## src/rtl/regfile_wb_sink.sv

```systemverilog
// Architectural integer register file with write-back sink and RAW scoreboard.
// Consumes the MEM/WB write port, serves two combinational read ports to ID with
// same-cycle WB->ID bypass, and tracks per-register pending writes to flag hazards.
//
// Ports:
//   clk_in, rst_in          clock, synchronous active-high reset
//   rdy_in                  global ready; 0 freezes all state (reads still served)
//   wb_we/wb_waddr/wb_wdata write-back port from MEM/WB
//   re1/raddr1, re2/raddr2  read enables and addresses
//   rdata1, rdata2          read data (combinational, bypassed)
//   busy1, busy2            source register still has an unretired pending write
//   issue_we/issue_rd       ID issues an instruction writing issue_rd
//   sb_err                  sticky: issue attempted on a saturated pending counter
module regfile_wb_sink #(
    parameter int unsigned REG_NUM = 32,
    parameter int unsigned ADDR_W  = 5,
    parameter int unsigned DATA_W  = 32,
    parameter int unsigned CNT_W   = 2
) (
    input  logic              clk_in,
    input  logic              rst_in,
    input  logic              rdy_in,
    input  logic              wb_we,
    input  logic [ADDR_W-1:0] wb_waddr,
    input  logic [DATA_W-1:0] wb_wdata,
    input  logic              re1,
    input  logic [ADDR_W-1:0] raddr1,
    input  logic              re2,
    input  logic [ADDR_W-1:0] raddr2,
    output logic [DATA_W-1:0] rdata1,
    output logic [DATA_W-1:0] rdata2,
    output logic              busy1,
    output logic              busy2,
    input  logic              issue_we,
    input  logic [ADDR_W-1:0] issue_rd,
    output logic              sb_err
);

    localparam logic [CNT_W-1:0] CNT_MAX = {CNT_W{1'b1}};

    logic [DATA_W-1:0] r_regs [REG_NUM];
    logic [CNT_W-1:0]  r_cnt  [REG_NUM];
    logic              r_sb_err;

    logic w_inc;
    logic w_dec;
    logic w_hit1;
    logic w_hit2;

    // x0 destinations neither allocate nor retire a pending write
    assign w_inc = issue_we && (issue_rd != '0);
    assign w_dec = wb_we && (wb_waddr != '0);

    // Bypass is only live when the write will actually commit this edge
    assign w_hit1 = wb_we && rdy_in && (wb_waddr == raddr1);
    assign w_hit2 = wb_we && rdy_in && (wb_waddr == raddr2);

    assign sb_err = r_sb_err;

    // Register storage, pending-write counters and sticky error
    always_ff @(posedge clk_in) begin
        if (rst_in) begin
            for (int unsigned r = 0; r < REG_NUM; r++) begin
                r_regs[r] <= '0;
                r_cnt[r]  <= '0;
            end
            r_sb_err <= 1'b0;
        end else if (rdy_in) begin
            if (w_dec) begin
                r_regs[wb_waddr] <= wb_wdata;
            end
            for (int unsigned r = 1; r < REG_NUM; r++) begin
                // Matching issue and retire on the same register cancel out
                if (w_inc && (issue_rd == ADDR_W'(r)) &&
                    !(w_dec && (wb_waddr == ADDR_W'(r)))) begin
                    if (r_cnt[r] == CNT_MAX) begin
                        r_sb_err <= 1'b1;
                    end else begin
                        r_cnt[r] <= r_cnt[r] + CNT_W'(1);
                    end
                end else if (w_dec && (wb_waddr == ADDR_W'(r)) &&
                             !(w_inc && (issue_rd == ADDR_W'(r)))) begin
                    // Stray write-backs (e.g. in flight across reset) are absorbed at 0
                    if (r_cnt[r] != '0) begin
                        r_cnt[r] <= r_cnt[r] - CNT_W'(1);
                    end
                end
            end
        end
    end

    // Read port 1 with WB bypass; a retiring last write does not count as busy
    always_comb begin
        rdata1 = '0;
        busy1  = 1'b0;
        if (re1 && (raddr1 != '0)) begin
            rdata1 = w_hit1 ? wb_wdata : r_regs[raddr1];
            busy1  = r_cnt[raddr1] > CNT_W'(w_hit1);
        end
    end

    // Read port 2, identical to port 1
    always_comb begin
        rdata2 = '0;
        busy2  = 1'b0;
        if (re2 && (raddr2 != '0)) begin
            rdata2 = w_hit2 ? wb_wdata : r_regs[raddr2];
            busy2  = r_cnt[raddr2] > CNT_W'(w_hit2);
        end
    end

endmodule

```

## config.mk

```make
export PLATFORM = sky130hd
export DESIGN_NAME = regfile_wb_sink
export DESIGN_NICKNAME = d
export VERILOG_FILES = /design/src/rtl/regfile_wb_sink.sv
export SDC_FILE = /design/constraint.sdc
export NUM_CORES = 2
export LEC_CHECK = 0
export BUFFER_PORTS_ARGS = -buffer_cell sky130_fd_sc_hd__buf_2
export CAP_MARGIN = 20
export CORE_MARGIN = 2
export CORE_UTILIZATION = 57
export DETAILED_ROUTE_END_ITERATION = 16
export HOLD_SLACK_MARGIN = 0.1
export PLACE_DENSITY = 0.76
export SLEW_MARGIN = 30
export SYNTH_ARGS = -nofsm -noshare
export SYNTH_HDL_FRONTEND = slang
export SYNTH_SLANG_ARGS = --single-unit
```

## constraint.sdc

```tcl
create_clock -name clk_in -period 3.8 [get_ports clk_in]
set_input_delay 0 -clock clk_in [delete_from_list [all_inputs] [get_ports clk_in]]
set_output_delay 0 -clock clk_in [all_outputs]
set_load 0.01 [all_outputs]
```

### Word-level counts from Yosys, hierarchy flattened

Memory sizes are Yosys's and may differ from the RTL's.
Cells that the tools add are included.

* register bits after elaboration: 1
* memory bits (writable): 1088
* bits of input ports: 59
* output and inout bits: 67
* word-level logic and storage cells: 971
* memories kept: 2

* add/subtract/negate cells: 62
* magnitude comparators: 2
* eq/ne operators: 95
* multiplexer cells: 518
* bitwise logic cells: 62
* reductions and logical operators: 229

Memories
* r_regs: words 32, bits a word 32, read ports 2, clocked after memory_dff 0, wr ports 32, line 41 `logic [DATA_W-1:0] r_regs [REG_NUM];`
* r_cnt: words 32, bits a word 2, read ports 33, clocked after memory_dff 0, wr ports 32, line 42 `logic [CNT_W-1:0] r_cnt [REG_NUM];`

Operators with widths (number)
* $mux W1: 450
* $eq A5 B5 Y1 const B: 32
* $mux W32: 5
* $logic_and A1 B1 Y1: 131
* $mux W2: 62
* $eq A5 B4 Y1 const B: 16
* $add A2 B1 Y2 const B: 31
* $eq A2 B2 Y1 const B: 31
* $logic_not A1 Y1: 62
* $or A1 B1 Y1: 62
* $reduce_bool A2 Y1: 31
* $sub A2 B1 Y2 const B: 31
* $eq A5 B3 Y1 const B: 8
* $reduce_or A32 Y1: 1
* $eq A5 B2 Y1 const B: 4
* $reduce_bool A5 Y1: 4
* $eq A5 B1 Y1 const B: 2
* $eq A5 B5 Y1: 2
* $mux W5: 1
* $gt A2 B1 Y1: 2

### Depth between registers and ports, before layout

* word-level depth: 104
* depth in mapped cells: 13
* depth with buffers taken out: 9

### Worst setup path after synthesis

OpenSTA, ideal clock, no wires.

* path type: input to register
* start: input wb_waddr[3]
* end: memory r_regs[12][0] (enable)
* setup time: 0.466 ns
* arrival: 3.250 ns
* data required time: 3.334 ns
* slack: 0.085 ns
* stages: 6
* buffers on the path: 3
* cell sequence: clkbuf_1 -> buf_2 -> nor4bb_1 -> buf_2 -> nand2_1 -> o21ai_0

RTL lines
* start: declaration: line 24 `input logic [ADDR_W-1:0] wb_waddr,`
* end: declaration: line 41

==> results.json <==
{
  "status": "completed",
  "slew_violations": 0,
  "powerDensity_nw_per_um2": 423.4,
  "viasPerCell": 7.492,
  "seqPwrFrac": 0.495,
  "wire_per_inst_um": 37.64,
  "synth-async-reset-ratio": 0,
  "die_area_um2": 109300,
  "htree_levels": 3,
  "seq_area_frac_synth": 0.5366,
  "drive_gt1_frac": 0.2754,
  "grt_pass1_wl_mm": 299.0,
  "ys_types": 69,
  "synth_area_leaders": "edfxtp_1 54%, mux4_2 23%, and2_1 9.6%",
  "crit_type": "flip-flop to primary output",
  "utilization": 0.6428,
  "synth_area_per_cell_um2": 14.75,
  "rows": 119,
  "ctsRootBufferMaster": "clkbuf_16",
  "post-cts-setup-buffer-count": 0,
  "grt_max_degree": 69,
  "startpoint_type": "flip-flop",
  "drcViolationCount": 0,
  "worst_slew_pin_slew_ns": 1.076,
  "synthCells": 4123,
  "drt_iter0_markers": 7709,
  "min_period_over_period": 0.8953,
  "io_buffers": 125,
  "setup-violations-final": 0,
  "skew_ns": 0.01156,
  "place_congestion": 1.004,
  "crit_top_cell": "mux4_2",
  "placedInstanceArea_um2": 63880,
  "critPathSlowestCell": "mux4_2",
  "netlist_area_um2": 60810,
  "p_int_uw": 21320,
  "synth_warnings": 0,
  "synth_ff_type": "edfxtp_1",
  "worstHoldPathType": "input port to flip-flop",
  "relSlewSlack": 0.2763,
  "hpwl_mm": 127.8,
  "layout.nets": 4233,
  "path_cells": "mux4_2, mux4_2, mux2i_1, ha_1, or2_2, a31oi_1, buf_2",
  "synth_top_area_share": 0.5363,
  "die_y_um": 330.6,
  "max_clock_freq_ghz": 0.2939,
  "p_leak_uw": 0.02339,
  "synth_edf_count": 1086,
  "antenna_found_initial": 25,
  "final_antenna_net_count": 0,
  "grt_pass1_vias": 41459,
  "irDropWorstVdd_mv": 0.3956,
  "grt_use_total": 0.3932,
  "synth_top_cell_by_area": "edfxtp_1",
  "required_ns": 3.80,
  "clk_pin_slew_ns": 0.06,
  "clock_latency_ns": 0.73,
  "grt_overflow": 0,
  "end_kind": "primary output",
  "cts.sinks": 1087,
  "p_sw_frac": 0.2581,
  "synth_common_cells": "1086 x edfxtp_1, 936 x and2_1, 608 x mux4_2",
  "die-width_um": 330.6,
  "wirelength_mm": 213.4,
  "finalHoldViolations": 0,
  "max_stage_delay_ns": 0.58,
  "p_sw_uw": 7416,
  "cts_resized": 0,
  "drv_cap": 0,
  "pwr-share-clk": 0.372,
  "synth.most_common_cell": "edfxtp_1",
  "setup_tns_ns": 0,
  "detailroute.via_count": 42477,
  "cts_buffers": 114,
  "crit_buf_inv": 1,
  "area_growth_pct": 11.58,
  "initial_core_util": 0.5761,
  "path_delay_family": "multiplexers",
  "fillers": 7259,
  "clock_path_buffers": 3,
  "final_area_um2": 67860,
  "first_pass_iters": 6,
  "cp.arrival_ns": 3.40,
  "pwr-share-comb": 0.133,
  "num_io_pins": 126,
  "yosys_register_bits": 1087,
  "postCtsHoldBufs": 46,
  "critPathMaxFanout": 8,
  "rsz0062_at_grt": "false",
  "design.core.area_um2": 105600,
  "tritoncts": "yes",
  "layout_min_cycle_time_ns": 3.402
}
metrics by stage:
step	worst slack, ns	hold WS [ns]	power [µW]	cells
5_1_grt	0.3590	0.2822	29270	5654
4_1_cts	0.4049	0.2040	28560	5651
6_report	0.3980	0.2338	28730	5670
2_1_floorplan	0.08473	0.1501	16690	4154
3_5_place_dp	0.5778	0.4220	18090	5399
3_3_place_gp	0.2991	0.4252	17970	5391
worst reg2reg max path: stages, from the launching register on:
cell and delay [ns]:
edfxtp_1 0.47, nand2_1 0.14, a2111oi_0 0.91, a31oi_1 0.16
nand4_1 0.20, nor4_1 0.10, a311oi_1 0.22
final timing paths:
kind | cells after the start | startpoint | end | slack (ns)
hold / removal | 4 | rdy_in | sb_err | 0.23
setup reg to reg | 6 | r_cnt[21][0] | sb_err | 1.51
hold reg to reg | 2 | sb_err | sb_err | 0.58
setup / recovery | 7 | r_cnt[31][0] | busy1 | 0.40
area by class of cell:
type	count	area (µm²)	share of cell area
Inverter	10	37.54	0.0005532
Timing Repair Buffer	342	3147	0.04637
Multi-Input combinational cell	2615	26790	0.3948
Sequential cell	1087	32630	0.4809
Clock inverter	64	484.2	0.007136
Tap cell	1391	1740	0.02565
Antenna cell	19	47.55	0.0007007
Clock buffer	142	2979	0.04390
routing by layer:
layer	vias to the layer above	share of wire	global-route usage
met2	4033	0.45	0.5935
li1	16107	-	-
met3	911	0.15	0.1176
met1	21414	0.32	0.5050
met5	-	0.00035	0
met4	12	0.070	0.2421
state kept, by name, summed over array words and instances (netlist names):
register / cells
r_regs: 1024
r_cnt: 62
sb_err: 1
kinds of logic (layout without fill, tap and decap cells):
group,Yosys count,in the layout,share of synthesized area
fa+ha+maj,4,4,0.0008230
other cells,1,51,0.00006167
buf+inv,452,558,0.03380
simple gates,1474,1474,0.1402
compound gates,350,350,0.03891
mux,731,731,0.2462
flops,1087,1087,0.5366
xor+xnor,24,24,0.003457
power by group through the flow:
stage	clock network (µW)	registers (µW)	logic [µW]
floorplan	0	14300	2380
global placement	0	14400	3590
detailed placement	0	14400	3640
CTS	10700	14200	3700
global route	11100	14300	3890
finish	10700	14200	3810
layout by cell type, fill, tap and decap left out, types with 15 or more instances in the layout:
cell type | netlist | layout
mux2_2 | 37 | 37
nand2b_1 | 21 | 20
xnor2_1 | 18 | 18
mux4_2 | 608 | 608
buf_2 | 73 | 117
clkbuf_1 | 305 | 27
clkbuf_16 | 0 | 115
o22ai_1 | 32 | 32
buf_4 | 26 | 119
a2111oi_0 | 24 | 22
and2_1 | 936 | 936
o211ai_1 | 35 | 35
edfxtp_1 | 1086 | 1086
nor2_4 | 0 | 28
clkinv_1 | 0 | 28
o21ai_4 | 0 | 22
o31ai_1 | 17 | 17
and3_1 | 69 | 69
nand3_1 | 29 | 29
dlygate4sd3_1 | 0 | 46
buf_12 | 1 | 46
clkinv_2 | 0 | 21
a22oi_1 | 32 | 32
nor2_1 | 143 | 114
nand4_1 | 15 | 15
diode_2 | 0 | 19
mux2i_1 | 86 | 86
a21oi_1 | 47 | 47
a21o_1 | 19 | 19
a211oi_1 | 20 | 20
nor3_1 | 21 | 17
o21ai_0 | 73 | 51
conb_1 | 1 | 32
nand2_1 | 162 | 154
No activity file was read; power rests on OpenSTA's default activity.
